[src/rtl/mole_match_engine.sv]
// Whack-a-mole match engine: turns hole presses into registered hit/miss pulses
// and saturating score counters. Define MOLE_STREAK_EN to add streak tracking.
module mole_match_engine #(
    parameter int NUM_MOLES = 5,
    parameter int HIT_W     = 3,
    parameter int CNT_W     = 8
) (
    input  logic                 clock,
    input  logic                 reset,
    input  logic                 enable,
    input  logic [NUM_MOLES-1:0] molesGenerated,
    input  logic [HIT_W-1:0]     hit,
    output logic [HIT_W-1:0]     moleHit,
    output logic                 moleMiss,
    output logic [CNT_W-1:0]     hitCount,
    output logic [CNT_W-1:0]     missCount
`ifdef MOLE_STREAK_EN
    ,
    output logic [CNT_W-1:0]     streak,
    output logic [CNT_W-1:0]     bestStreak
`endif
);

    localparam logic [HIT_W-1:0] MAX_CODE = HIT_W'(NUM_MOLES);

    logic [HIT_W-1:0]     hit_prev_q, hit_prev_d;
    logic [NUM_MOLES-1:0] whacked_q, whacked_d;
    logic [HIT_W-1:0]     mole_hit_q, mole_hit_d;
    logic                 mole_miss_q, mole_miss_d;
    logic [CNT_W-1:0]     hit_cnt_q, hit_cnt_d;
    logic [CNT_W-1:0]     miss_cnt_q, miss_cnt_d;

    logic [HIT_W-1:0]     hit_san;
    logic [NUM_MOLES-1:0] sel;
    logic                 press, is_hit, is_miss;

    always_comb begin
        hit_san = (hit > MAX_CODE) ? '0 : hit;
        sel     = '0;
        for (int k = 0; k < NUM_MOLES; k++)
            sel[k] = (hit_san == HIT_W'(k + 1));
        press   = (hit_san != '0) && (hit_san != hit_prev_q);
        // molesGenerated is used live, so a mole falling this cycle misses and
        // one rising this cycle (mask already cleared while it was down) hits.
        is_hit  = press && enable && |(sel & molesGenerated & ~whacked_q);
        is_miss = press && enable && !is_hit;

        hit_prev_d  = hit_san;
        whacked_d   = (whacked_q & molesGenerated) | (is_hit ? sel : '0);
        mole_hit_d  = is_hit ? hit_san : '0;
        mole_miss_d = is_miss;
        hit_cnt_d   = (is_hit && hit_cnt_q != '1) ? hit_cnt_q + 1'b1 : hit_cnt_q;
        miss_cnt_d  = (is_miss && miss_cnt_q != '1) ? miss_cnt_q + 1'b1 : miss_cnt_q;
    end

    always_ff @(posedge clock) begin
        if (reset) begin
            hit_prev_q  <= '0;
            whacked_q   <= '0;
            mole_hit_q  <= '0;
            mole_miss_q <= 1'b0;
            hit_cnt_q   <= '0;
            miss_cnt_q  <= '0;
        end else begin
            hit_prev_q  <= hit_prev_d;
            whacked_q   <= whacked_d;
            mole_hit_q  <= mole_hit_d;
            mole_miss_q <= mole_miss_d;
            hit_cnt_q   <= hit_cnt_d;
            miss_cnt_q  <= miss_cnt_d;
        end
    end

    assign moleHit   = mole_hit_q;
    assign moleMiss  = mole_miss_q;
    assign hitCount  = hit_cnt_q;
    assign missCount = miss_cnt_q;

`ifdef MOLE_STREAK_EN
    logic [CNT_W-1:0] streak_q, streak_d;
    logic [CNT_W-1:0] best_q, best_d;
    logic [CNT_W-1:0] streak_inc;

    always_comb begin
        streak_inc = (streak_q == '1) ? streak_q : streak_q + 1'b1;
        streak_d   = streak_q;
        best_d     = best_q;
        if (is_hit) begin
            streak_d = streak_inc;
            if (streak_inc > best_q)
                best_d = streak_inc;
        end else if (is_miss) begin
            streak_d = '0;
        end
    end

    always_ff @(posedge clock) begin
        if (reset) begin
            streak_q <= '0;
            best_q   <= '0;
        end else begin
            streak_q <= streak_d;
            best_q   <= best_d;
        end
    end

    assign streak     = streak_q;
    assign bestStreak = best_q;
`endif

endmodule

[config.mk]
export PLATFORM = sky130hd
export DESIGN_NAME = mole_match_engine
export DESIGN_NICKNAME = d
export VERILOG_FILES = /design/src/rtl/mole_match_engine.sv
export SDC_FILE = /design/constraint.sdc
export NUM_CORES = 1
export LEC_CHECK = 0
export CAP_MARGIN = 20
export CELL_PAD_IN_SITES_DETAIL_PLACEMENT = 1
export CELL_PAD_IN_SITES_GLOBAL_PLACEMENT = 1
export CORE_UTILIZATION = 33
export DETAILED_ROUTE_END_ITERATION = 8
export GPL_TIMING_DRIVEN = 0
export PLACE_DENSITY_LB_ADDON = 0.1
export SKIP_CTS_REPAIR_TIMING = 1
export SLEW_MARGIN = 15
export SYNTH_ARGS = -nofsm -noshare
export SYNTH_HDL_FRONTEND = slang
export SYNTH_SLANG_ARGS = --single-unit
[constraint.sdc]
create_clock -name clock -period 2.3 [get_ports clock]
set_input_delay 0.46 -clock clock [delete_from_list [all_inputs] [get_ports clock]]
set_output_delay 0.46 -clock clock [all_outputs]
set_load 0.005 [all_outputs]
# [Word-level counts from Yosys, hierarchy flattened]
# Index checks and enable logic that the tools add are counted.
[op_classes] bitwise=6 eq_ne=8 n_reduce_logical=10 addsub=2 magnitude_cmp=1 n_mux=2
[op_table] op="8-bit by 1-bit adder with 8-bit output (second input constant)" n=2
[op_table] op="8-bit inequality test (second input constant)" n=2
[op_table] op="5-bit bitwise AND" n=3
[op_table] op="3-bit by 2-bit == test with 1-bit output (second input constant)" n=2
[op_table] op="3-bit == test (second input constant)" n=2
[op_table] op="1-bit logical AND" n=6
[op_table] op="5-bit 2-to-1 mux" n=1
[op_table] op="5-bit NOT" n=1
[op_table] op="5-bit OR" n=1
[op_table] op="5-bit OR reduction" n=1
[op_table] op="3-bit by 1-bit == test with 1-bit output (second input constant)" n=1
[op_table] op="3-bit > comparator (second input constant)" n=1
[op_table] op="3-bit 2-to-1 mux" n=1
[op_table] op="3-bit inequality test" n=1
[op_table] op="3-bit nonzero test" n=1
[op_table] op="2-bit OR reduction" n=1
[op_table] op="1-bit logical NOT" n=1
[op_table] op="1-bit NOT" n=1
[totals] regBits=28 out_inout_bits=20 wordCells=35 in_bits=11

# [Longest topological paths before layout]
# Gate-level depths: netlist (run 1).
[depth] depth_word=10 ltp_mapped=8 mapped_depth_nobuf=6

# [Worst setup path before layout (run 1)]
# OpenSTA, ideal clock, no wires.
[synth_path] path_type="in2reg" from="input port hit[1]" to="register miss_cnt_q[5], in the netlist missCount[5]" t_arrival_ns=2.064 setup_ns=0.123 required_ns=2.177 n_path_buf=2 path_stages=6 setup_slack_ns=0.112 cell_sequence="clkbuf_1 > or4_4 > and2_4 > buf_6 > nor4_1 > mux2_1"
[synth_via] elab_chain_len=10 elab_cells_between_ends=18 cone_classes="1 x order compare; 6 x eq/ne; 1 x mux; 2 x bitwise; 8 x reduce/logical"
[synth_rtl] item="start, declared" line="12" source="input logic [HIT_W-1:0] hit,"
[synth_rtl] item="3-bit > comparator" line="38" source="hit_san = (hit > MAX_CODE) ? '0 : hit;"
[synth_rtl] item="3-bit 2-to-1 mux *" line="38"
[synth_rtl] item="3-bit by 1-bit == test with 1-bit output, or another cell as far along" line="41" source="sel[k] = (hit_san == HIT_W'(k + 1));"
[synth_rtl] item="5-bit bitwise AND (2 in a row)" line="45" source="is_hit = press && enable && |(sel & molesGenerated & ~whacked_q);"
[synth_rtl] item="5-bit OR reduction" line="45"
[synth_rtl] item="1-bit logical AND" line="45"
[synth_rtl] item="1-bit logical NOT" line="46" source="is_miss = press && enable && !is_hit;"
[synth_rtl] item="1-bit logical AND *" line="46"
[synth_rtl] item="1-bit logical AND *" line="53" source="miss_cnt_d = (is_miss && miss_cnt_q != '1) ? miss_cnt_q + 1'b1 : miss_cnt_q;"
[synth_rtl] item="end signal, assigned" line="70" source="miss_cnt_q <= miss_cnt_d;"
[synth_rtl] item="end, declared" line="31" source="logic [CNT_W-1:0] miss_cnt_q, miss_cnt_d;"
# Mark *: on every way between the ends. The rest lies on a longest branch, timed or not.
# A chain may end at the register's enable or synchronous reset.

# [Worst setup path after layout (run 1)]
[layout_path] from="input port molesGenerated[4]" to="register miss_cnt_q[7], in the netlist missCount[7]"
[layout_via] elab_chain_len=7
[layout_rtl] item="start, declared" line="11" source="input logic [NUM_MOLES-1:0] molesGenerated,"
[layout_rtl] item="5-bit bitwise AND (2 in a row)" line="45"
[layout_rtl] item="5-bit OR reduction" line="45"
[layout_rtl] item="1-bit logical AND" line="45"
[layout_rtl] item="1-bit logical NOT" line="46"
[layout_rtl] item="1-bit logical AND" line="46"
[layout_rtl] item="1-bit logical AND" line="53"
# Every way passes these cells.

==> results.json, run 1 <==
{
  "p_leak_nw": 0.749,
  "portBuffers": 28,
  "final_cells": 248,
  "synth-edff-count": 0,
  "critPathTopFamily": "simple AND/OR/NAND/NOR gates",
  "num_vias": 1345,
  "slew_viol_final": 0,
  "wl_met2_um": 1950,
  "wl_met3_um": 93,
  "antenna_cells": 0,
  "irDropWorstVdd_mv": 0.256,
  "p_int_w": 0.000807,
  "synth_cell_type_count": 43,
  "cp_num_buf_inv": 1,
  "hp-class": "in -> reg",
  "yosysMostFrequentCell": "dfxtp_1",
  "first_pass_iters": 4,
  "fp.dieW_um": 67.9,
  "seqPwrFrac": 0.471,
  "dp_hpwl_um": 2790,
  "core_area_um2": 4090,
  "cts_tree": "built",
  "fp-row-count": 23,
  "crit_chain": "clkdlybuf4s50_1 > and4b_1 > or4_4 > and2_4 > nor4_4 > mux2_4",
  "drc": 0,
  "grt-ovfl-total": 0,
  "fin_nets": 212,
  "grt_pass1_vias": 1306,
  "ys_ff_latch": 28,
  "start_kind": "primary input",
  "period_minus_slack_ns": 2.26,
  "setup_ws_ns": 0.0357,
  "setup_tns_ns": 0,
  "clkPwrFrac": 0.377,
  "synth_flop_cell": "dfxtp_1",
  "grt_pass1_wl_um": 6160,
  "r2r_setup_slack_ns": 0.27,
  "detail_route.iter0.violations": 63,
  "ant_nets": 0,
  "swShare": 0.242,
  "pre_cts_slack_ns": -0.710,
  "synth-async-reset-ratio": 0,
  "crit_required_ns": 2.48,
  "nFillCells": 470,
  "clock_sinks": 28,
  "skew_ns": 0.00495,
  "track_usage": 0.180,
  "synthToLayoutAreaGrowth_pct": 41.4,
  "setup_viol": 0,
  "synth_area_per_cell_um2": 8.85,
  "synth_top_cell_area_share": 0.391,
  "r2r_start": "whacked_q[4]$_SDFF_PP0_",
  "synth_fp_nets": 175,
  "pin_count": 31,
  "initial_core_util": 0.351,
  "fp.dieH_um": 67.9,
  "worst_slew_pin_slew_ns": 0.534,
  "clk_latency_ns": 0.28,
  "drive_gt1_frac": 0.167,
  "ys.warnings.count": 0,
  "comb_power_share": 0.152,
  "postSynthCellCount": 162,
  "antenna_found_initial": 0,
  "yosys-top-cells-count": "28 x dfxtp_1, 12 x nand2_1, 12 x nor2_1",
  "netlist_top_cells_area": "dfxtp_1 39%, mux2_1 6.3%, nor2b_1 3.5%",
  "min_period_over_period": 0.984,
  "drt_wl_total_um": 4070,
  "detail_route.vias_per_cell": 5.42,
  "status": "finished clean",
  "ctsLongestPathBuffers": 2,
  "top_layer_used": "met4",
  "synth_top_area_cell": "dfxtp_1",
  "synth_area_um2": 1430,
  "cpMaxStageDelayCell": "or4_4",
  "cap_violations": 0,
  "grt_start_max_net_pins": 17,
  "powerDensity_nw_per_um2": 525,
  "wl_per_cell_um": 16.4,
  "endpoint_kind": "register",
  "endpoint": "missCount[7]$_SDFFE_PP0P_",
  "dp.cells": 240,
  "cp.depth": 6,
  "p_switching_w": 0.000258,
  "worstRegToRegCells": 5,
  "cts.htree.levels": 1,
  "die_area_um2": 4610,
  "cts_buffers": 3,
  "critPathMaxFanout": 8,
  "criticalPathCategory": "in -> reg",
  "timing.hold.ws_ns": 0.484,
  "critPathMaxStageDelay_ns": 0.52,
  "maxSlewHeadroom": 0.644,
  "critPathArrivalTime_ns": 2.45,
  "hold_viol": 0,
  "max_freq_ghz": 0.442,
  "ys_seq_area_frac": 0.391,
  "cts_root_buf": "clkbuf_8",
  "crit_start": "molesGenerated[4]",
  "finalWeightedCongestion": 0.809,
  "r2r-end": "missCount[7]$_SDFFE_PP0P_",
  "totalPowerFinal_w": 0.00107,
  "clk_pin_slew_ns": 0.10,
  "wl_met1_um": 1950
}
[logic make-up after synthesis]
kind of cell | count (synthesis) | share of synthesized area
mux | 11 | 0.0846
fa+ha+maj | 2 | 0.0174
flops | 28 | 0.391
simple gates | 79 | 0.328
compound gates | 24 | 0.115
buf+inv | 17 | 0.0576
xor+xnor | 1 | 0.00611
[worst reg2reg max path: stages (launching register included)]
cell	delay, ns
dfxtp_1	0.34
and4b_1	0.19
or4_4	0.52
and2_4	0.22
nor4_4	0.33
mux2_4	0.33
[how the worst min path moves through the flow]
stage                            startpoint                 endpoint  slack [ns]  depth (start not counted)
global placement    whacked_q[2]$_SDFF_PP0_  whacked_q[2]$_SDFF_PP0_        0.46                          2
finish                    molesGenerated[3]  whacked_q[3]$_SDFF_PP0_        0.48                          3
detailed placement  whacked_q[1]$_SDFF_PP0_  whacked_q[1]$_SDFF_PP0_        0.47                          2
floorplan           whacked_q[2]$_SDFF_PP0_  whacked_q[2]$_SDFF_PP0_        0.45                          2
global route              molesGenerated[3]  whacked_q[3]$_SDFF_PP0_        0.49                          3
CTS                 whacked_q[1]$_SDFF_PP0_  whacked_q[1]$_SDFF_PP0_        0.49                          2
[power groups by stage]
| stage | Sequential, W | Clock, W | Combinational [W] |
|---|---|---|---|
| floorplan | 0.000512 | 0 | 0.0000772 |
| global placement | 0.000513 | 0 | 0.000125 |
| detailed placement | 0.000514 | 0 | 0.000128 |
| CTS | 0.000503 | 0.000408 | 0.000129 |
| global route | 0.000504 | 0.000429 | 0.000174 |
| finish | 0.000502 | 0.000401 | 0.000162 |
[stage by stage]
| step | instance area (um^2) | utilization |
|---|---|---|
| after floorplan | 1430 | - |
| after global placement | 1780 | 0.435 |
| after detailed placement | 1780 | 0.435 |
| after CTS | 1850 | 0.452 |
| after global routing | 2030 | 0.496 |
| final | 2030 | 0.496 |
[sequential cells by signal, summed over array words and instances (netlist names)]
name,cells
hitCount,8
missCount,8
whacked_q,5
hit_prev_q,3
moleHit,3
moleMiss,1
[metal layers]
layer / vias to the layer above / global-route usage
li1: 664 / -
met2: 21 / 0.287
met4: 0 / 0.0703
met1: 656 / 0.243
met3: 4 / 0.0250
met5: - / 0
[placed cells by master, fill, tap and decap left out, types with 4 or more instances in the layout]
cell and count:
dfxtp_1 28, clkdlybuf4s50_1 25, nor2_1 12, nand2_1 12
nor2b_1 8, nand3_1 8, nand2b_1 7, inv_1 6
buf_4 6, clkbuf_1 5, a21oi_1 5, mux2_1 5
o22ai_1 5, nand4_1 4
[final cells by class]
| class | instances | area, um^2 | area share |
|---|---|---|---|
| sequential | 28 | 561 | 0.276 |
| multi-input combinational | 117 | 897 | 0.442 |
| tap | 50 | 62.6 | 0.0308 |
| inverter | 6 | 22.5 | 0.0111 |
| clock buffer | 3 | 41.3 | 0.0204 |
| buffer | 9 | 63.8 | 0.0315 |
| clock inverter | 1 | 30.0 | 0.0148 |
| timing repair buffer | 34 | 350 | 0.173 |
Power figures use the tool's default switching activity.
==> run 2: changes to the inputs <==
--- a/config.mk
+++ b/config.mk
@@ -10,7 +10,7 @@
 export CELL_PAD_IN_SITES_GLOBAL_PLACEMENT = 1
 export CORE_UTILIZATION = 33
 export DETAILED_ROUTE_END_ITERATION = 8
-export GPL_TIMING_DRIVEN = 0
+export MAX_ROUTING_LAYER = met4
 export PLACE_DENSITY_LB_ADDON = 0.1
 export SKIP_CTS_REPAIR_TIMING = 1
 export SLEW_MARGIN = 15
==> run 2 against run 1 <==
Compared with the run above: worst setup slack worse by 0.0079 ns; first-iteration DRC count down 46%; wire length down 4.3%; hold slack better by 0.0048 ns.
==> results.json, run 2 (synthesis results as in run 1) <==
{
  "worst_slew_pin_slew_ns": 0.421,
  "drc": 0,
  "cts_tree": "built",
  "crit_start": "molesGenerated[3]",
  "slew_viol_final": 0,
  "endpoint": "missCount[0]$_SDFFE_PP0P_",
  "wl_met1_um": 1810,
  "first_pass_iters": 4,
  "skew_ns": 0.00502,
  "r2r_start": "whacked_q[4]$_SDFF_PP0_",
  "portBuffers": 30,
  "detail_route.vias_per_cell": 5.48,
  "hold_viol": 0,
  "core_area_um2": 4090,
  "maxSlewHeadroom": 0.718,
  "min_period_over_period": 0.988,
  "drive_gt1_frac": 0.168,
  "grt_pass1_vias": 1272,
  "clk_latency_ns": 0.28,
  "antenna_found_initial": 0,
  "track_usage": 0.175,
  "antenna_cells": 0,
  "r2r_setup_slack_ns": 0.29,
  "max_freq_ghz": 0.440,
  "setup_viol": 0,
  "top_layer_used": "met4",
  "worstRegToRegCells": 6,
  "final_cells": 247,
  "grt-ovfl-total": 0,
  "cts.htree.levels": 1,
  "totalPowerFinal_w": 0.000930,
  "fin_nets": 212,
  "detail_route.iter0.violations": 34,
  "grt_pass1_wl_um": 5910,
  "dp_hpwl_um": 2770,
  "num_vias": 1353,
  "critPathArrivalTime_ns": 2.45,
  "nFillCells": 471,
  "fp.dieH_um": 67.9,
  "finalWeightedCongestion": 0.747,
  "ant_nets": 0,
  "wl_met3_um": 117,
  "ctsLongestPathBuffers": 2,
  "critPathMaxFanout": 7,
  "fp-row-count": 23,
  "wl_met2_um": 1940,
  "rsz0062_at_grt": "true",
  "clock_sinks": 28,
  "cap_violations": 0,
  "wl_per_cell_um": 15.8,
  "powerDensity_nw_per_um2": 466,
  "cts_root_buf": "clkbuf_8",
  "die_area_um2": 4610,
  "status": "finished clean",
  "cts_buffers": 3,
  "endpoint_kind": "register",
  "pin_count": 31,
  "crit_required_ns": 2.48,
  "initial_core_util": 0.351,
  "final_cell_mix": "28 x dfxtp_1, 27 x clkdlybuf4s50_1, 12 x nor2_1, 12 x nand2_1, 11 x buf_4",
  "fp.dieW_um": 67.9,
  "grt_start_max_net_pins": 29,
  "synthToLayoutAreaGrowth_pct": 39.0,
  "period_minus_slack_ns": 2.27,
  "criticalPathCategory": "in -> reg",
  "irDropWorstVdd_mv": 0.238,
  "dp.cells": 242,
  "hp-class": "reg -> reg",
  "drt_wl_total_um": 3900,
  "clk_pin_slew_ns": 0.09,
  "r2r-end": "missCount[0]$_SDFFE_PP0P_",
  "p_leak_nw": 0.743,
  "final_common_cell": "dfxtp_1",
  "start_kind": "primary input"
}
## run 2: layout make-up
type	instances	area, um^2	share of cell area
clock buffers	3	41.3	0.0207
inverters	6	22.5	0.0113
multi-input cells	118	896	0.449
flip-flops and latches	28	561	0.281
well taps	50	62.6	0.0314
repair buffers	42	410	0.206
## run 2: where the power goes
part           switching (W)  total [W]  internal [W]
Sequential        0.00000934   0.000503      0.000494
Combinational      0.0000759   0.000154     0.0000777
Clock               0.000155   0.000273      0.000118
## run 2: worst max-delay path, stage by stage
cell	delay [ns]
clkdlybuf4s50_1	0.43
and4bb_1	0.22
or4_4	0.51
nand2_2	0.16
buf_4	0.14
o311a_1	0.19
mux2_1	0.33
## run 2: layer usage
layer,vias up,GRT usage
met5,-,-
met2,22,0.295
li1,669,-
met4,0,0.0443
met1,657,0.210
met3,5,0.0417
## run 2: worst min-delay path by stage
stage,startpoint,endpoint,slack (ns),depth (start not counted)
finish,whacked_q[3]$_SDFF_PP0_,whacked_q[3]$_SDFF_PP0_,0.49,2
global route,whacked_q[3]$_SDFF_PP0_,whacked_q[3]$_SDFF_PP0_,0.53,2
CTS,whacked_q[3]$_SDFF_PP0_,whacked_q[3]$_SDFF_PP0_,0.49,2
detailed placement,whacked_q[3]$_SDFF_PP0_,whacked_q[3]$_SDFF_PP0_,0.47,2
global placement,whacked_q[0]$_SDFF_PP0_,whacked_q[0]$_SDFF_PP0_,0.46,2
floorplan,whacked_q[2]$_SDFF_PP0_,whacked_q[2]$_SDFF_PP0_,0.45,2
## run 2: metrics by stage
step,cell area (um^2),setup WS [ns],hold slack [ns],setup TNS [ns],util
after floorplan,1430,0.112,0.449,0,-
after global placement,1830,-0.424,0.465,-6.07,0.448
after detailed placement,1830,-0.471,0.473,-7.13,0.448
after CTS,1870,-0.163,0.489,-1.21,0.458
after global routing,1990,-0.0414,0.525,-0.0821,0.488
final,1990,0.0278,0.489,0,0.488
